**src/rtl/imem_program_loader.sv**
```systemverilog
// Packs (opcode, operand) pairs from a valid/ready stream into 9-bit words and
// writes them to instruction memory at consecutive addresses, aborting on opcode 4'b1111.
module imem_program_loader #(
  parameter int AW = 8,
  parameter int IW = 9
) (
  input  logic          CLK,
  input  logic          reset_n,
  input  logic          start,
  input  logic [AW-1:0] base_addr,
  input  logic [AW-1:0] length,
  input  logic          in_valid,
  input  logic [3:0]    in_op,
  input  logic [4:0]    in_arg,
  output logic          in_ready,
  output logic          imem_we,
  output logic [AW-1:0] imem_addr,
  output logic [IW-1:0] imem_wdata,
  output logic          busy,
  output logic          done,
  output logic          err,
  output logic [AW-1:0] err_addr
);

  typedef enum logic {IDLE, LOAD} state_e;

  localparam logic [3:0] OP_ILLEGAL = 4'b1111;

  state_e        state_q, state_d;
  logic [AW-1:0] addr_q, addr_d;
  logic [AW-1:0] rem_q, rem_d;
  logic          we_q, we_d;
  logic [AW-1:0] waddr_q, waddr_d;
  logic [IW-1:0] wdata_q, wdata_d;
  logic          done_q, done_d;
  logic          err_q, err_d;
  logic [AW-1:0] err_addr_q, err_addr_d;

  // Handshake and status derive from the state register alone, so reset drops them at once.
  assign in_ready   = (state_q == LOAD);
  assign busy       = (state_q == LOAD);
  assign imem_we    = we_q;
  assign imem_addr  = waddr_q;
  assign imem_wdata = wdata_q;
  assign done       = done_q;
  assign err        = err_q;
  assign err_addr   = err_addr_q;

  always_comb begin
    // NOTE: every next-state signal gets a default first so no path can infer a latch.
    state_d    = state_q;
    addr_d     = addr_q;
    rem_d      = rem_q;
    we_d       = 1'b0;
    waddr_d    = waddr_q;
    wdata_d    = wdata_q;
    done_d     = 1'b0;
    err_d      = err_q;
    err_addr_d = err_addr_q;

    unique case (state_q)
      IDLE: begin
        if (start) begin
          addr_d     = base_addr;
          rem_d      = length;
          err_d      = 1'b0;
          err_addr_d = '0;
          if (length != '0) state_d = LOAD;
          else              done_d  = 1'b1;
        end
      end
      LOAD: begin
        if (in_valid) begin
          if (in_op != OP_ILLEGAL) begin
            we_d    = 1'b1;
            waddr_d = addr_q;
            wdata_d = {in_op, in_arg};
            addr_d  = addr_q + 1'b1;
            rem_d   = rem_q - 1'b1;
            if (rem_q == AW'(1)) begin
              state_d = IDLE;
              done_d  = 1'b1;
            end
          end else begin
            // Aborted load: the word is consumed, nothing is written, no done.
            err_d      = 1'b1;
            err_addr_d = addr_q;
            state_d    = IDLE;
          end
        end
      end
      default: state_d = IDLE;
    endcase
  end

  // NOTE: sequential state uses non-blocking assignments so all registers update together.
  always_ff @(posedge CLK or negedge reset_n) begin
    if (!reset_n) begin
      state_q    <= IDLE;
      addr_q     <= '0;
      rem_q      <= '0;
      we_q       <= 1'b0;
      waddr_q    <= '0;
      wdata_q    <= '0;
      done_q     <= 1'b0;
      err_q      <= 1'b0;
      err_addr_q <= '0;
    end else begin
      state_q    <= state_d;
      addr_q     <= addr_d;
      rem_q      <= rem_d;
      we_q       <= we_d;
      waddr_q    <= waddr_d;
      wdata_q    <= wdata_d;
      done_q     <= done_d;
      err_q      <= err_d;
      err_addr_q <= err_addr_d;
    end
  end

endmodule
```
**config.mk**
```make
export PLATFORM = sky130hd
export DESIGN_NAME = imem_program_loader
export DESIGN_NICKNAME = d
export VERILOG_FILES = /design/src/rtl/imem_program_loader.sv
export SDC_FILE = /design/constraint.sdc
export NUM_CORES = 1
export LEC_CHECK = 0
export BUFFER_PORTS_ARGS = -buffer_cell sky130_fd_sc_hd__buf_2
export CORE_UTILIZATION = 40
export CTS_BUF_LIST = sky130_fd_sc_hd__clkbuf_8 sky130_fd_sc_hd__clkbuf_16
export DETAILED_ROUTE_END_ITERATION = 10
export GPL_TIMING_DRIVEN = 0
export SLEW_MARGIN = 20
export SYNTH_ARGS = -nofsm -noshare
export SYNTH_HDL_FRONTEND = slang
export SYNTH_SLANG_ARGS = --single-unit
```
**constraint.sdc**
```tcl
create_clock -name CLK -period 2.3 [get_ports CLK]
set_clock_uncertainty 0.1 [all_clocks]
set_input_delay 0 -clock CLK [delete_from_list [all_inputs] [get_ports CLK]]
set_output_delay 0 -clock CLK [all_outputs]
set_load 0.005 [all_outputs]
```
==> results.yml, run 1 <==
outcome:
  status: "finished, final reports clean"
synth:
  postSynthAreaPerCell_um2: 9.188
  syn_inst: 236
  synthesis.area_um2: 2168
  ys_seq_area_share_pct: 51.93
  post-synth-top-area-fraction_pct: 51.93
  synth_seq_cells: 45
  synth_cell_types: 38
  yosysTopAreaCell: "dfrtp_1"
  ys.warnings.count: 0
  synth_ff_type: "dfrtp_1"
  synth_edf_count: 0
  synth.area.top_cells: "dfrtp_1, nand2_1, a21oi_1, a21o_1, nor2_1"
  async_flop_share_pct: 100.0
  syn_nets: 268
global_route:
  antenna_found_initial: 0
  first_global_vias: 1871
  globalRouteOverflowTotal: 0
  grt_pass1_wl_um: 8907
  grt_max_degree: 46
  grt_usage_pct: 21.31
worst_setup_path:
  start_kind: "register"
  cp_data_required_time_ps: 2420
  crit_arrival_ps: 1880
  critPathKind: "reg -> reg"
  worstSetupEndpointType: "register"
  slowest_delay_ps: 530
  slowest_stage: "nor4_1"
  crit_chain: "nor4_1 > nand4_1 > mux2i_1 > a211oi_1"
  cp_max_fo: 4
finish:
  num_antenna_cells: 0
  fin_nets: 360
  final.fill_count: 473
  drive_gt1_share_pct: 24.92
  syn_to_final_growth_pct: 35.14
detailed_routing:
  viasPerCell: 4.950
  wl_per_cell_um: 13.68
  dr.first_iter.drc_count: 139
  drt_first_pass_iters: 4
  drc_errors: 0
  vias: 1975
  ant_nets: 0
  routed_wirelength_um: 5458
cts:
  cts_resized: 0
  cts_sinks: 45
  clock_latency_ps: 300
  htreeDepth: 2
  cts_made_buffers: 5
  cts_tree: "done"
  clk_pin_slew_ps: 80
  cts_root_buffer: "clkbuf_8"
  ctsLongestPathBuffers: 2
place:
  gp_congestion: 0.8955
  port_buffers: 58
  hpwl_um: 3710
die:
  pin_count: 59
  dieArea_um2: 5719
  start_util_pct: 41.92
  fp.dieW_um: 75.63
  row_count: 26
  die_h_um: 75.63
  core_um2: 5172
sta:
  post-route-min-period_ps: 1762
  rsz0062_at_grt: "false"
  fmaxAchievable_ghz: 0.5674
  maxSlewHeadroom_pct: 61.81
  holdWs_ps: 23.52
  hold_viol_final: 0
  slew_violations: 0
  setup_tns_ps: 0
  fin_crit_sh_pct: 76.63
  worst_slew_pin_slew_ps: 572.8
  setup_viol: 0
power_and_ir_drop:
  p_per_area_nw_per_um2: 918.5
  ir_drop_mv: 0.4059
  power_leakage_uw: 0.001465
flow_run:
  maxCapViolations: 0
min_path:
  hp-class: "in -> reg"
## registers in the layout, summed over array words and instances (netlist names)
signal and flops:
busy 1, imem_addr 8, err_addr 8, imem_we 1
done 1, err 1, imem_wdata 9, rem_q 8
addr_q 8
## final timing paths
| check | from | to | slack (ps) | cells after the start |
|---|---|---|---|---|
| min in group asynchronous | reset_n | err | 120 | 2 |
| setup / recovery | rem_q[4] | rem_q[7] | 540 | 4 |
| setup reg to reg | rem_q[4] | rem_q[7] | 540 | 4 |
| hold reg to reg | imem_wdata[7] | imem_wdata[7] | 370 | 2 |
| max in group asynchronous | reset_n | addr_q[6] | 1580 | 2 |
| hold / removal | length[7] | busy | 20 | 5 |
## routing by layer
| layer | track usage [%] | vias up | wire (um) |
|---|---|---|---|
| met1 | 27.94 | 925 | 2616 |
| met5 | 0 | - | 0 |
| met3 | 3.704 | 7 | 201 |
| li1 | - | 991 | - |
| met4 | 8.642 | 0 | 82 |
| met2 | 35.12 | 52 | 2557 |
## worst max-delay path, delay by kind of cell (launching register included)
family | cells | cell delay [ps]
multiplexers | 1 | 160
AND/OR/NAND/NOR | 2 | 760
AO/OA/AOI/OAI | 1 | 220
flip-flops | 1 | 430
## cells in the mapped netlist, types with 4 or more instances
master / number
a21oi_1: 16
mux2i_1: 4
o21ai_0: 8
nand4_1: 4
o22ai_1: 7
xor2_1: 5
nand3_1: 8
nand2_1: 74
a21o_1: 6
buf_2: 7
nor2_1: 12
dfrtp_1: 45
## through the flow
stage | worst slack, ps | util [%] | instance area (um^2) | total power, uW | cells
2_1_floorplan | 784.1 | - | 2168 | 1746 | 236
6_report | 537.6 | 56.65 | 2930 | 2691 | 399
3_3_place_gp | 558.6 | 49.23 | 2546 | 2050 | 364
3_5_place_dp | 563.4 | 49.23 | 2546 | 2072 | 364
5_1_grt | 384.0 | 56.65 | 2930 | 2915 | 399
4_1_cts | 547.3 | 56.60 | 2928 | 2712 | 399
## cell usage in the layout, fill, tap and decap left out, drive strengths merged, types with 2 or more instances in the layout
cell	instances
a211oi	2
a21o	6
a21oi	16
a221o	2
and4	2
buf	68
clkbuf	7
dfrtp	45
dlygate4sd3	27
ha	3
inv	5
mux2i	4
nand2	75
nand2b	2
nand3	9
nand4	5
nor2	12
nor2b	2
nor4	3
o21ai	9
o22ai	7
xnor2	2
xor2	5
## report_power, final
group	leakage, uW	internal [uW]	switching (uW)
clock network	0.0000595	322	275
logic	0.000842	413	387
registers	0.000564	1040	255
total	0.00147	1770	917
## timing repair
action | in CTS | in global routing
endpoints found under the setup margin | 0 | 0
buffers inserted | 0 | 0
hold buffers | 27 | 0
endpoints found under the hold margin | 70 | 0
## kinds of logic after synthesis
kind of cell,share of synthesized area (%)
AO/OA/AOI/OAI,13.16
XOR/XNOR,2.828
adder cells (fa/ha/maj),1.731
buffers and inverters,3.866
flip-flops,51.93
multiplexers,2.366
AND/OR/NAND/NOR,24.12
## area by class of cell
class                   instances  area [um^2]  share of cell area, %
plain buffers                  12        68.82                  2.348
clock buffers                   5        68.82                  2.348
clock inverters                 3        42.54                  1.452
inverters                       4        15.01                 0.5124
multi-input cells             175        958.4                  32.71
flip-flops and latches         45         1126                  38.43
well taps                      70        87.58                  2.989
repair buffers                 85        563.0                  19.21
Note: power is estimated with default switching activity, not from simulation.
==> run 2: changes to the inputs <==
clock period = 1.8 ns   (was 2.3 ns; I/O delays follow)
==> run 2 against run 1 <==
Effect of this change:
- clock power rose by 28%
- first-iteration DRC count rose by 14%
- via count increased by 1.1%
- global-route usage stayed put
- register-to-register slack worse by 380 ps
- worst setup slack worse by 470 ps
- largest power group unchanged
==> results.yml, run 2 (same netlist as run 1, synthesis figures left out) <==
outcome:
  status: "finished, final reports clean"
detailed_routing:
  viasPerCell: 5.005
  routed_wirelength_um: 5532
  vias: 1997
  dr.first_iter.drc_count: 158
  drt_first_pass_iters: 4
  wl_per_cell_um: 13.86
  drc_errors: 0
  ant_nets: 0
finish:
  drive_gt1_share_pct: 25.84
  final_cell_mix: "nand2_1, buf_2, dfrtp_1"
  largest_reg_flops: 9
  syn_to_final_growth_pct: 35.60
  num_antenna_cells: 0
  fin_nets: 360
  final_common_cell: "nand2_1"
worst_setup_path:
  cp_data_required_time_ps: 1920
  timing.rr.start: "rem_q[4]"
  rr_worst_depth: 4
  reg2reg_setup_slack_ps: 160
  critPathKind: "in -> reg"
  crit_arrival_ps: 1860
  start_kind: "primary input"
  worstSetupEndpointType: "register"
  r2r-end: "rem_q[7]"
  cp_max_fo: 2
power_and_ir_drop:
  p_sw_uw: 1191
  power_leakage_uw: 0.001468
  ir_drop_mv: 0.5369
  p_per_area_nw_per_um2: 1177
  seqPwrFrac_pct: 48.2
  power_frac_comb_pct: 29.7
  switching_share_pct: 34.42
  cellInternalPower_uw: 2269
  pwr-share-clk_pct: 22.1
place:
  port_buffers: 58
  dp_slack_ps: 63.45
  gp_congestion: 0.8955
  hpwl_um: 3710
sta:
  maxSlewHeadroom_pct: 61.94
  setup_slack_ps: 64.56
  holdWs_ps: 25.92
  rsz0062_at_grt: "false"
  fin_crit_sh_pct: 96.41
  slew_violations: 0
  post-route-min-period_ps: 1735
  setup_tns_ps: 0
  hold_viol_final: 0
  setup_viol: 0
  worst_slew_pin_slew_ps: 570.9
  fmaxAchievable_ghz: 0.5762
die:
  fp.dieW_um: 75.63
  pin_count: 59
  start_util_pct: 41.92
  core_um2: 5172
  die_h_um: 75.63
  dieArea_um2: 5719
  row_count: 26
cts:
  cts_made_buffers: 5
  cts_tree: "done"
  htreeDepth: 2
  clock_latency_ps: 310
  clk_pin_slew_ps: 80
  cts_sinks: 45
  cts_root_buffer: "clkbuf_8"
  ctsLongestPathBuffers: 2
global_route:
  grt_pass1_wl_um: 8907
  grt_usage_pct: 21.31
  first_global_vias: 1871
  antenna_found_initial: 0
  grt_max_degree: 46
  globalRouteOverflowTotal: 0
min_path:
  hp-start: "length[7]"
  hold_end: "busy"
  whs_path_depth: 5
  hp-class: "in -> reg"
flow_run:
  maxCapViolations: 0
## run 2: cell counts in the layout (fill, tap and decap cells not counted)
No cell type changed its count.
## run 2: what timing repair did
| item | CTS | global route |
|---|---|---|
| buffers inserted | 0 | 0 |
| endpoints found under the hold margin | 70 | 0 |
| resized for setup | 0 | 4 |
| endpoints found under the setup margin | 0 | 7 |
| hold buffers | 27 | 0 |
## run 2: layer usage
layer / track usage, % / vias to the layer above / wire, um
li1: - / 992 / -
met1: 27.94 / 932 / 2610
met2: 35.12 / 63 / 2608
met3: 3.704 / 10 / 217
met4: 8.642 / 0 / 95
met5: 0 / - / 0
## run 2: layout make-up
type / count / area (um^2)
Clock buffer: 5 / 68.82
Tap cell: 70 / 87.58
Inverter: 4 / 15.01
Clock inverter: 3 / 42.54
Multi-Input combinational cell: 175 / 967.2
Timing Repair Buffer: 85 / 563.0
Buffer: 12 / 70.07
Fill cell: 472 / 2232
Sequential cell: 45 / 1126
## run 2: worst max path at each step
stage	to	slack, ps	startpoint	depth (start not counted)
6_report	done	60	length[2]	6
5_1_grt	done	7	length[1]	6
4_1_cts	done	50	busy	4
3_5_place_dp	done	60	busy	4
3_3_place_gp	done	60	busy	4
2_1_floorplan	addr_q[2]	280	busy	5
## run 2: worst max-delay path: stages
cell and delay, ps:
dlygate4sd3_1 530, buf_2 130, nor4_1 290, nand2_1 140, dlygate4sd3_1 590, o22ai_1 190
## run 2: per-stage QoR
step / util, % / power [uW] / instance area, um^2 / instances
2_1_floorplan: - / 2232 / 2168 / 236
3_3_place_gp: 49.23 / 2620 / 2546 / 364
3_5_place_dp: 49.23 / 2647 / 2546 / 364
4_1_cts: 56.60 / 3466 / 2928 / 399
5_1_grt: 56.85 / 3746 / 2940 / 399
6_report: 56.85 / 3460 / 2940 / 399
## run 2: power by group through the flow
stage	Sequential [uW]	Clock [uW]	Combinational, uW
3_5_place_dp	1670	0	976
3_3_place_gp	1660	0	958
5_1_grt	1720	838	1190
2_1_floorplan	1600	0	627
4_1_cts	1650	788	1030
6_report	1670	764	1030
==> run 3: changes to the inputs <==
PLACE_DENSITY_LB_ADDON = 0.1   (was unset)
SETUP_SLACK_MARGIN = 0.2   (was unset)
==> run 3 against run 2 <==
Effect of this change:
- worst hold slack gained 77 ps
- design area grew 0.98%
- power shrank 1.9%
- combinational power is essentially flat
- register-to-register slack gained 98 ps
- largest power group unchanged
==> results.yml, run 3 (same netlist as run 1, synthesis figures left out) <==
die:
  pin_count: 59
  start_util_pct: 41.92
  core_um2: 5172
  fp.dieW_um: 75.63
  dieArea_um2: 5719
  row_count: 26
  die_h_um: 75.63
finish:
  final_common_cell: "nand2_1"
  regArea_um2: 1130
  design_area_um2: 2969
  final_cell_mix: "nand2_1, buf_2, dfrtp_1"
  largest_reg_flops: 9
  multiInputGateArea_um2: 975.9
  final.fill_count: 496
  drive_gt1_share_pct: 28.23
  syn_to_final_growth_pct: 36.93
  num_antenna_cells: 0
  fin_nets: 364
worst_setup_path:
  cp_data_required_time_ps: 1880
  critPathKind: "reg -> reg"
  timing.rr.start: "addr_q[1]"
  crit_arrival_ps: 1630
  start_kind: "register"
  reg2reg_setup_slack_ps: 260
  rr_worst_depth: 4
  cp-endpoint: "addr_q[5]"
  cp_max_fo: 5
  r2r-end: "addr_q[5]"
  crit_path_start: "addr_q[1]"
  worstSetupEndpointType: "register"
power_and_ir_drop:
  p_per_area_nw_per_um2: 1143
  cellInternalPower_uw: 2200
  seqPwrFrac_pct: 49.4
  power_leakage_uw: 0.001483
  power_uw: 3395
  ir_drop_mv: 0.5515
  power_frac_comb_pct: 31.1
  switching_share_pct: 35.18
  pwr-share-clk_pct: 19.6
  p_sw_uw: 1194
sta:
  post-route-min-period_ps: 1542
  setup_tns_ps: 0
  maxSlewHeadroom_pct: 61.50
  fin_crit_sh_pct: 85.67
  rsz0062_at_grt: "true"
  setup_slack_ps: 258.0
  setup_viol: 0
  fmaxAchievable_ghz: 0.6485
  worst_slew_pin_slew_ps: 577.6
  slew_violations: 0
  hold_viol_final: 0
place:
  gp_congestion: 0.7771
  hpwl_um: 3707
  placed_area_um2: 2546
  dp_slack_ps: 84.87
  port_buffers: 58
cts:
  cts_tree: "done"
  clk_pin_slew_ps: 80
  htreeDepth: 2
  cts_made_buffers: 5
  cts_sinks: 45
  clock_latency_ps: 290
  cts_root_buffer: "clkbuf_8"
  ctsLongestPathBuffers: 2
detailed_routing:
  ant_nets: 0
  vias: 1982
  viasPerCell: 4.918
  routed_wirelength_um: 5461
  drc_errors: 0
  drt_first_pass_iters: 4
  wl_per_cell_um: 13.55
  dr.first_iter.drc_count: 63
global_route:
  first_global_vias: 1851
  globalRouteOverflowTotal: 0
  grt_pass1_wl_um: 8832
  grt_max_degree: 46
  antenna_found_initial: 0
  grt_usage_pct: 20.97
flow_run:
  maxCapViolations: 0
outcome:
  status: "finished, final reports clean"
min_path:
  hp-class: "in -> reg"
==> run 3: changes by cell type in the layout (fill, tap and decap cells not counted) <==
cell       change
clkbuf_2       +1
nor4_2         -1
buf_4          +4
bufinv_16      -1
nor4_4         +1
dfrtp_1        -3
inv_1          -1
clkbuf_1       -1
dfrtp_2        +3
clkinv_2       +1
clkbuf_8       +1
==> run 3: what timing repair did <==
action	CTS	global route
cloned	0	0
hold buffers	27	0
endpoints found under the setup margin	17	13
gates resized for setup	5	3
hold endpoints to repair	70	0
setup buffers	0	4
pin swaps	0	4
==> run 3: stage by stage <==
step	hold slack (ps)	utilization [%]	cells
6_report	102.6	57.40	403
5_1_grt	104.4	57.40	403
4_1_cts	90.97	56.68	399
3_5_place_dp	95.42	49.23	364
3_3_place_gp	88.71	49.23	364
2_1_floorplan	-395.6	-	236
==> run 3: power by group through the flow <==
stage | combinational (uW) | clock (uW) | sequential (uW)
finish | 1050 | 664 | 1680
global route | 1220 | 740 | 1720
CTS | 1040 | 689 | 1670
detailed placement | 978 | 0 | 1670
global placement | 963 | 0 | 1660
floorplan | 627 | 0 | 1600
==> run 3: worst max-delay path, cell delays in order (launching register included) <==
cell,delay [ps]
dfrtp_1,470
and4_1,280
nand3_1,120
a21o_1,190
a221o_1,280
==> run 3: layout make-up <==
class	instances	area share (%)
Timing Repair Buffer	89	19.97
Multi-Input combinational cell	175	32.87
Buffer	12	2.402
Clock inverter	2	0.4635
Tap cell	70	2.950
Inverter	4	0.5057
Sequential cell	45	38.05
Clock buffer	6	2.781
==> run 3: how the worst min path moves through the flow <==
stage	startpoint	to	slack, ps	cells past startpoint
detailed placement	in_arg[2]	imem_wdata[2]	100	3
finish	start	busy	100	4
CTS	start	busy	90	4
global placement	in_arg[4]	imem_wdata[4]	90	3
floorplan	reset_n	addr_q[0]	-400	0
global route	start	busy	100	4
==> run 3: layer usage <==
metal  wire [um]  vias up  global-route usage [%]
li1            -     1006                       -
met1        2482      916                   26.97
met2        2694       56                   35.52
met3         221        4                   3.968
met4          63        0                   7.202
met5           0        -                       0
